$ cat src/rtl/wb_timer.sv
// wb_timer: Wishbone B4 pipelined slave, 32-bit up-counter with compare match, overflow flag and level irq.
// Latency: every request accepted on the cyc&stb edge, ack exactly one clk later; read data sampled pre-write.
// Backpressure: none, stall is tied low; optional prescaler enabled by defining WB_TIMER_PRESCALER_EN.
module wb_timer #(
    parameter logic [31:0] ADDR_BASE = 32'h0000_9200,
    parameter logic [31:0] RST_CMP   = 32'hFFFF_FFFF
) (
    input  logic        clk,
    input  logic        rst,
    input  logic        wbs_cyc_i,
    input  logic        wbs_stb_i,
    input  logic        wbs_we_i,
    input  logic [31:0] wbs_addr_i,
    input  logic [31:0] wbs_data_i,
    input  logic [3:0]  wbs_sel_i,
    output logic [31:0] wbs_data_o,
    output logic        wbs_ack_o,
    output logic        wbs_stall_o,
    output logic        irq_o
);

    logic        ack_q;
    logic        en, irq_en, auto_reload, one_shot;
    logic [31:0] count, cmp;
    logic        match, ovf;
    logic [15:0] presc;

    logic        accept, wr_en;
    logic        wr_ctrl, wr_count, wr_cmp, wr_status;
    logic [31:0] wmask, ctrl_rd, ctrl_wr_val, rd_mux;
    logic        tick, match_set, ovf_set, en_clr;
    logic [31:0] count_nxt;

    assign accept      = wbs_cyc_i & wbs_stb_i;
    assign wr_en       = accept & wbs_we_i;
    assign wr_ctrl     = wr_en && (wbs_addr_i[3:2] == 2'd0);
    assign wr_count    = wr_en && (wbs_addr_i[3:2] == 2'd1);
    assign wr_cmp      = wr_en && (wbs_addr_i[3:2] == 2'd2);
    assign wr_status   = wr_en && (wbs_addr_i[3:2] == 2'd3);
    assign wmask       = {{8{wbs_sel_i[3]}}, {8{wbs_sel_i[2]}}, {8{wbs_sel_i[1]}}, {8{wbs_sel_i[0]}}};
    assign ctrl_rd     = {presc, 12'd0, one_shot, auto_reload, irq_en, en};
    assign ctrl_wr_val = (ctrl_rd & ~wmask) | (wbs_data_i & wmask);
    assign wbs_stall_o = 1'b0;
    assign wbs_ack_o   = ack_q & wbs_cyc_i;

`ifdef WB_TIMER_PRESCALER_EN
    logic [15:0] pre_cnt;

    // Prescaler divides the tick to one every PRESC+1 clks; restarts on disable or CTRL write
    always_ff @(posedge clk) begin
        if (rst || !en || wr_ctrl || (pre_cnt == presc)) pre_cnt <= 16'd0;
        else                                              pre_cnt <= pre_cnt + 16'd1;
    end

    // PRESC field lives in CTRL[31:16]
    always_ff @(posedge clk) begin
        if (rst)          presc <= 16'd0;
        else if (wr_ctrl) presc <= ctrl_wr_val[31:16];
    end

    assign tick = en && (pre_cnt == presc);

    logic unused_ok;
    assign unused_ok = ^{ADDR_BASE, wbs_addr_i[31:4], wbs_addr_i[1:0], ctrl_wr_val[15:4]};
`else
    assign presc = 16'd0;
    assign tick  = en;

    logic unused_ok;
    assign unused_ok = ^{ADDR_BASE, wbs_addr_i[31:4], wbs_addr_i[1:0], ctrl_wr_val[31:4]};
`endif

    // Register read mux, always the state before this edge's write
    always_comb begin
        rd_mux = 32'd0;
        case (wbs_addr_i[3:2])
            2'd0:    rd_mux = ctrl_rd;
            2'd1:    rd_mux = count;
            2'd2:    rd_mux = cmp;
            default: rd_mux = {30'd0, ovf, match};
        endcase
    end

    // Tick evaluation: next count, flag set requests and one-shot disable
    always_comb begin
        count_nxt = count;
        match_set = 1'b0;
        ovf_set   = 1'b0;
        en_clr    = 1'b0;
        if (tick) begin
            count_nxt = count + 32'd1;
            if (count == cmp) begin
                match_set = 1'b1;
                en_clr    = one_shot;
                if (auto_reload) count_nxt = 32'd0;
            end
            if ((count == 32'hFFFF_FFFF) && !((count == cmp) && auto_reload)) ovf_set = 1'b1;
        end
    end

    // Timer state: bus writes take priority over tick updates, flag sets beat W1C
    always_ff @(posedge clk) begin
        if (rst) begin
            en          <= 1'b0;
            irq_en      <= 1'b0;
            auto_reload <= 1'b0;
            one_shot    <= 1'b0;
            count       <= 32'd0;
            cmp         <= RST_CMP;
            match       <= 1'b0;
            ovf         <= 1'b0;
            irq_o       <= 1'b0;
        end else begin
            if (wr_ctrl) begin
                en          <= ctrl_wr_val[0];
                irq_en      <= ctrl_wr_val[1];
                auto_reload <= ctrl_wr_val[2];
                one_shot    <= ctrl_wr_val[3];
            end else if (en_clr) begin
                en <= 1'b0;
            end
            count <= wr_count ? ((count & ~wmask) | (wbs_data_i & wmask)) : count_nxt;
            if (wr_cmp) cmp <= (cmp & ~wmask) | (wbs_data_i & wmask);
            match <= match_set | (match & ~(wr_status & wbs_sel_i[0] & wbs_data_i[0]));
            ovf   <= ovf_set   | (ovf   & ~(wr_status & wbs_sel_i[0] & wbs_data_i[1]));
            irq_o <= irq_en & (match | ovf);
        end
    end

    // Bus response: one ack per accept, read data captured at the accept edge
    always_ff @(posedge clk) begin
        if (rst) begin
            ack_q      <= 1'b0;
            wbs_data_o <= 32'd0;
        end else begin
            ack_q <= accept;
            if (accept) wbs_data_o <= rd_mux;
        end
    end

endmodule

$ cat config.mk
export PLATFORM = sky130hd
export DESIGN_NAME = wb_timer
export DESIGN_NICKNAME = d
export VERILOG_FILES = /design/src/rtl/wb_timer.sv
export SDC_FILE = /design/constraint.sdc
export NUM_CORES = 1
export LEC_CHECK = 0
export ABC_AREA = 1
export BUFFER_PORTS_ARGS = -buffer_cell sky130_fd_sc_hd__buf_4
export CAP_MARGIN = 20
export CORE_AREA = 2 2 86 121
export CTS_CLUSTER_DIAMETER = 80
export DETAILED_ROUTE_END_ITERATION = 7
export DIE_AREA = 0 0 88 123
export PLACE_DENSITY = 0.91
export SLEW_MARGIN = 20
export SYNTH_ARGS = -nofsm -noshare
export SYNTH_HDL_FRONTEND = slang
export SYNTH_SLANG_ARGS = --single-unit
$ cat constraint.sdc
create_clock -name clk -period 3 [get_ports clk]
set_input_delay 0.15 -clock clk [delete_from_list [all_inputs] [get_ports clk]]
set_output_delay 0.15 -clock clk [all_outputs]
set_load 0.1 [all_outputs]
==> results of run 1 <==
## report_power, final
group          internal (mW)  switching [mW]  total [mW]
Sequential              1.43          0.0454        1.48
Combinational          0.147           0.385       0.533
Clock                  0.759           0.548        1.31
Total                   2.34           0.979        3.31
## metrics by stage
step                      hold WS (ps)  instances  cell area, sq um  total power [mW]
after global routing             15.36       1102              6853             3.424
after floorplan                  219.1        898              5854             1.876
after global placement           371.0       1086              6523             2.025
after CTS                        11.26       1102              6853             3.315
after detailed placement         376.4       1086              6523             2.032
final                            11.25       1102              6853             3.315
## worst max path at each step
stage | end | cells past startpoint | start
after floorplan | flip-flop | 8 | flip-flop
after global placement | ovf | 9 | flip-flop
after detailed placement | ovf | 9 | flip-flop
after CTS | ovf | 9 | flip-flop
after global routing | ovf | 9 | flip-flop
final | ovf | 9 | flip-flop
## worst reg2reg max path, delay by kind of cell (launching register included)
kind | cells | cell delay (ps)
adders and majority gates | 1 | 370
AOI/OAI and AO/OA | 1 | 130
and+or+nand+nor | 7 | 1110
DFF | 1 | 390
## per-layer routing
| layer | wire (um) | global-route usage [%] | vias to the layer above |
|---|---|---|---|
| li1 | - | - | 3038 |
| met5 | 0 | 0 | - |
| met2 | 9086 | 58.76 | 308 |
| met4 | 629 | 15.87 | 0 |
| met3 | 1256 | 4.606 | 47 |
| met1 | 6945 | 40.81 | 2934 |
## logic make-up after synthesis
| kind of cell | synth area share, % |
|---|---|
| xor gates and xnor gates | 5.386 |
| and+or+nand+nor | 31.37 |
| DFF | 35.56 |
| AOI/OAI and AO/OA | 17.33 |
| adders and majority gates | 0.2137 |
| other | 0.06405 |
| buffers and inverters | 10.07 |
## cells in the final DEF (no fill, tap or decap), types with 2 or more instances in the layout
master / synthesis / routed
sky130_fd_sc_hd__nand2_1: 247 / 247
sky130_fd_sc_hd__dfxtp_1: 104 / 104
sky130_fd_sc_hd__inv_1: 98 / 98
sky130_fd_sc_hd__buf_4: 1 / 90
sky130_fd_sc_hd__nor2_1: 83 / 83
sky130_fd_sc_hd__o21ai_0: 73 / 73
sky130_fd_sc_hd__nand3_1: 71 / 71
sky130_fd_sc_hd__a21oi_1: 52 / 52
sky130_fd_sc_hd__o221ai_1: 28 / 28
sky130_fd_sc_hd__xnor2_1: 22 / 22
sky130_fd_sc_hd__xor2_1: 14 / 14
sky130_fd_sc_hd__o211ai_1: 13 / 13
sky130_fd_sc_hd__nor3_1: 13 / 13
sky130_fd_sc_hd__nor2_2: 12 / 12
sky130_fd_sc_hd__inv_2: 11 / 12
sky130_fd_sc_hd__clkbuf_16: 0 / 9
sky130_fd_sc_hd__nor2_4: 3 / 3
sky130_fd_sc_hd__nor3_2: 3 / 3
sky130_fd_sc_hd__nand4_1: 2 / 2
sky130_fd_sc_hd__a31o_2: 2 / 2
sky130_fd_sc_hd__a221oi_1: 2 / 2
sky130_fd_sc_hd__nand3_2: 2 / 2
sky130_fd_sc_hd__bufinv_16: 0 / 2
sky130_fd_sc_hd__clkinv_4: 0 / 2
## layout make-up
type | instances | area share (%)
repair buffers | 90 | 9.859
multi-input cells | 647 | 46.45
clock inverters | 6 | 1.333
inverters | 110 | 6.025
well taps | 135 | 2.465
clock buffers | 10 | 3.487
flip-flops and latches | 104 | 30.38
## Yosys cell counts, types with 2 or more instances
master and instances:
sky130_fd_sc_hd__nand2_1 247, sky130_fd_sc_hd__dfxtp_1 104, sky130_fd_sc_hd__inv_1 98, sky130_fd_sc_hd__nor2_1 83, sky130_fd_sc_hd__o21ai_0 73, sky130_fd_sc_hd__nand3_1 71, sky130_fd_sc_hd__a21oi_1 52, sky130_fd_sc_hd__o221ai_1 28
sky130_fd_sc_hd__xnor2_1 22, sky130_fd_sc_hd__clkbuf_1 19, sky130_fd_sc_hd__xor2_1 14, sky130_fd_sc_hd__nor3_1 13, sky130_fd_sc_hd__o211ai_1 13, sky130_fd_sc_hd__nor2_2 12, sky130_fd_sc_hd__inv_2 11, sky130_fd_sc_hd__buf_2 6
sky130_fd_sc_hd__buf_1 5, sky130_fd_sc_hd__buf_6 3, sky130_fd_sc_hd__clkbuf_2 3, sky130_fd_sc_hd__nor2_4 3, sky130_fd_sc_hd__nor3_2 3, sky130_fd_sc_hd__a221oi_1 2, sky130_fd_sc_hd__a31o_2 2, sky130_fd_sc_hd__nand3_2 2
sky130_fd_sc_hd__nand4_1 2
==> impl_metrics.yaml, run 1 <==
critical_path:
  most_used_cell_cp: "sky130_fd_sc_hd__nand2_1"
  critical_path.endpoint_type: "flip-flop"
  path_class: "flip-flop to flip-flop"
  ff2ff_setup_slack_ps: 930
  rr_endpoint: "ovf"
  critPathRequiredTime_ps: 3290
  critical_path.top_delay_family: "simple AND/OR/NAND/NOR gates"
  critical_path.startpoint_type: "flip-flop"
  cells_along_the_critical_path: "ha_1 -> nand3_2 -> nor2_4 -> nand2_1 -> nor2_2 -> nand4_1 -> nor2_1 -> nand2_1 -> a21oi_1"
  timing.critical_path.arrival_ps: 2360
  path_buf_inv: 0
  crit_slowest_cell: "sky130_fd_sc_hd__dfxtp_1"
  worst-path-max-fanout: 5
  critical_path.max_stage_delay_ps: 390
  rr_worst_depth: 9
timing:
  rsz0062_at_grt: "no"
  maxSlewViolCount: 0
  final.setup_skew_ps: 7.042
  report.final.setup_viol: 0
  finalCritPeriodShare_pct: 68.91
  worst_pin_slew_ps: 646.0
  layout_setup_ws_ps: 932.8
  achievable-frequency_mhz: 483.7
  final.setup.tns_ps: 0
  layout_min_cycle_time_ps: 2067
  headroom_to_the_max_slew_limit_pct: 56.87
  final-hold-violation-count: 0
grt:
  grt_pass1_wl_um: 28150
  gr-usage-all-layers_pct: 33.84
  grt.overflow.total: 0
  largest_net_degree_at_the_start_of_global_routing: 63
  grt_pass1_vias: 5830
  grt_antenna_before_repair: 0
finish:
  regArea_sq_um: 2082
  fillerInstances: 815
  final_nets: 1036
  multi_input_comb_area_sq_um: 3183
  final_util_pct: 70.37
  drive_above_1_share_pct: 14.58
  insertedDiodeCount: 0
  syn2layout_area_growth_pct: 17.05
place:
  io_buffers: 76
  preCtsSetupSlack_ps: 983.5
  place_congestion: 0.9834
  post-dp-hpwl_um: 12800
logic_synthesis:
  post_synth_instance_area_sq_um: 5854
  ys_ff_latch: 104
  synthesis.nets: 972
  synth_ff_type: "sky130_fd_sc_hd__dfxtp_1"
  synth-edff-count: 0
  synth-seq-area-share_pct: 35.56
  synth_cells: 898
  synth_top_area_share_pct: 35.56
  synth_area_per_cell_sq_um: 6.519
  dominant_cells_by_area_after_synthesis: "sky130_fd_sc_hd__dfxtp_1 36%, sky130_fd_sc_hd__nand2_1 16%, sky130_fd_sc_hd__inv_1 6.3%"
  yosys.cell_types.count: 32
  synth_async_sr_flop_share_pct: 0
  yosysTopAreaCell: "sky130_fd_sc_hd__dfxtp_1"
  yosys_warnings: 0
floorplan:
  design.portCount: 108
  chipWidth_um: 88
  floorplan.die_area_sq_um: 10820
  floorplan.core_area_sq_um: 9738
  chip_height_um: 123
  initial_core_util_pct: 60.12
  row_count: 43
cts:
  cts_setup_buffers: 0
  cts-root-buf: "sky130_fd_sc_hd__clkbuf_16"
  cts_num_sinks: 104
  cts_resized: 0
  cts-htree-levels: 3
  hold_buffers: 0
  clkLatencyLatePin_ps: 360
  clockBufferDepth: 2
  cts_inserted_buffers: 9
  tritoncts: "yes"
  clk_pin_slew_worst_paths_ps: 70
route:
  drt-initial-drc-count: 595
  vias: 6327
  wl_um: 17920
  drtAntennaViolNets: 0
  final_routed_drc_violation_total: 0
  vias_per_cell: 5.741
  drt-wirelength-per-cell_um: 16.26
  detailedRoute.firstPassIterationCount: 7
power_and_ir_drop:
  power_density_nw_per_um2: 483.7
  p_leak_nw: 3.038
  max-vdd-ir-drop_mv: 0.2710
min_path:
  hold_path.class: "input port to flip-flop"
  timing.hold.worst.start: "wbs_data_i[8]"
  worst_hold_path.num_cells: 3
outcome:
  outcome: "completed"
job:
  max_cap_viol_count: 0
Note: power is estimated with default switching activity, not from simulation.
==> inputs of run 2 (changes only) <==
Settings changed: CORE_AREA 2 2 86 121 to 2 2 90 126, DIE_AREA 0 0 88 123 to 0 0 92 128, PLACE_DENSITY 0.91 to 0.85.
Clock period 3 ns to 2 ns, I/O delays scaled along.
==> run 2 against run 1 <==
Compared with the run above: die area rose by 8.8%; register-to-register slack got worse by 810 ps; non-clock buffer count rose by 36; total power rose by 56%; clock skew rose by 5.1 ps; sequential cell count did not move; cell count rose by 3.7%; hold slack got worse by 5.7 ps; combinational power rose by 62%; critical endpoint unchanged; largest cell class unchanged.
==> impl_metrics.yaml, run 2 (synthesized netlist as in run 1, its figures left out) <==
place:
  io_buffers: 76
  post-dp-hpwl_um: 13210
  place_congestion: 0.9490
min_path:
  hold_path.class: "input port to flip-flop"
power_and_ir_drop:
  max-vdd-ir-drop_mv: 0.4488
  power_density_nw_per_um2: 709.4
  p_leak_nw: 3.219
floorplan:
  chipWidth_um: 92
  floorplan.core_area_sq_um: 10700
  design.portCount: 108
  chip_height_um: 128
  initial_core_util_pct: 54.73
  floorplan.die_area_sq_um: 11780
  row_count: 45
cts:
  clockBufferDepth: 2
  clk_pin_slew_worst_paths_ps: 70
  cts-root-buf: "sky130_fd_sc_hd__clkbuf_16"
  cts_num_sinks: 104
  clkLatencyLatePin_ps: 360
  cts_inserted_buffers: 9
  cts-htree-levels: 3
  tritoncts: "yes"
critical_path:
  path_class: "flip-flop to flip-flop"
  worst-path-max-fanout: 5
  critical_path.startpoint_type: "flip-flop"
  timing.critical_path.arrival_ps: 2170
  critical_path.endpoint_type: "flip-flop"
  critPathRequiredTime_ps: 2290
finish:
  top_library_cells_by_usage_in_the_layout_fill_and_taps_aside: "247 x sky130_fd_sc_hd__nand2_1, 104 x sky130_fd_sc_hd__dfxtp_1, 98 x sky130_fd_sc_hd__inv_1"
  leading_cell_type_in_the_layout_fill_and_taps_excluded: "sky130_fd_sc_hd__nand2_1"
  final_nets: 1072
  regArea_sq_um: 2082
  fillerInstances: 948
  drive_above_1_share_pct: 14.57
  insertedDiodeCount: 0
  multi_input_comb_area_sq_um: 3183
  syn2layout_area_growth_pct: 24.15
timing:
  layout_min_cycle_time_ps: 1882
  worst_pin_slew_ps: 632.9
  finalCritPeriodShare_pct: 94.09
  rsz0062_at_grt: "no"
  achievable-frequency_mhz: 531.4
  headroom_to_the_max_slew_limit_pct: 57.81
  report.final.setup_viol: 0
  maxSlewViolCount: 0
  hold_slack_ps: 5.554
  final.setup_skew_ps: 12.16
  final.setup.tns_ps: 0
  final-hold-violation-count: 0
route:
  wl_um: 18580
  final_routed_drc_violation_total: 0
  drt-wirelength-per-cell_um: 16.25
  vias: 6360
  vias_per_cell: 5.564
  drtAntennaViolNets: 0
  detailedRoute.firstPassIterationCount: 5
  drt-initial-drc-count: 479
outcome:
  outcome: "completed"
grt:
  grt_pass1_vias: 6101
  largest_net_degree_at_the_start_of_global_routing: 63
  grt_pass1_wl_um: 29890
  gr-usage-all-layers_pct: 32.17
  grt_antenna_before_repair: 0
  grt.overflow.total: 0
job:
  max_cap_viol_count: 0
[run 2: changes by cell type in the layout (fill, tap and decap cells not counted)]
cell / previous run / this run
sky130_fd_sc_hd__buf_12: 0 / 4
sky130_fd_sc_hd__buf_4: 90 / 92
sky130_fd_sc_hd__bufinv_16: 2 / 3
sky130_fd_sc_hd__clkinv_4: 2 / 0
sky130_fd_sc_hd__dlygate4sd3_1: 0 / 30
[run 2: path summary, 6_finish.rpt]
kind,start,endpoint,slack [ps],cells past startpoint
worst max-delay path,flip-flop,ovf,120,9
worst min-delay path,wbs_data_i[1],flip-flop,6,3
worst max register to register,flip-flop,ovf,120,9
worst min register to register,wbs_data_o[3],wbs_data_o[3],480,2
[run 2: layer usage]
layer | share of wire [%] | vias to the layer above | global-route usage [%]
met2 | 51 | 237 | 57.22
met4 | 4.6 | 0 | 17.73
met1 | 39 | 2940 | 37.45
met5 | 0 | - | 0
li1 | - | 3126 | -
met3 | 5.3 | 57 | 3.704
[run 2: what timing repair did]
action,CTS,global route
buffers inserted,0,0
gates resized for setup,0,0
hold buffers,30,0
endpoints found under the hold margin,35,0
[run 2: where the power goes]
group	internal, mW	switching [mW]	leakage, nW
Clock	1.25	0.825	0.169
Sequential	2.15	0.0685	0.847
Combinational	0.270	0.594	2.20
Total	3.67	1.49	3.22
[run 2: layout make-up]
class / instances / area share [%]
inverters: 110 / 5.681
multi-input cells: 647 / 43.79
repair buffers: 126 / 14.74
clock buffers: 10 / 3.288
well taps: 141 / 2.427
clock inverters: 5 / 1.429
flip-flops and latches: 104 / 28.65
[run 2: critical path: stages (launching register included)]
cell and delay (ps):
sky130_fd_sc_hd__dfxtp_1 400, sky130_fd_sc_hd__ha_1 210, sky130_fd_sc_hd__nand3_2 180, sky130_fd_sc_hd__nor2_4 220, sky130_fd_sc_hd__nand2_1 140, sky130_fd_sc_hd__nor2_2 160, sky130_fd_sc_hd__nand4_1 170, sky130_fd_sc_hd__nor2_1 150
sky130_fd_sc_hd__nand2_1 80, sky130_fd_sc_hd__a21oi_1 120
[run 2: per-stage QoR]
step / instance area (sq um) / std cells / power, mW / utilization [%] / setup slack, ps
2_1_floorplan: 5854 / 898 / 2.814 / - / 493.4
3_3_place_gp: 6625 / 1098 / 3.056 / 61.93 / 252.1
3_5_place_dp: 6625 / 1098 / 3.067 / 61.93 / 205.4
4_1_cts: 7268 / 1143 / 5.148 / 67.94 / 180.1
5_1_grt: 7268 / 1143 / 5.301 / 67.94 / 27.13
6_report: 7268 / 1143 / 5.156 / 67.94 / 118.2
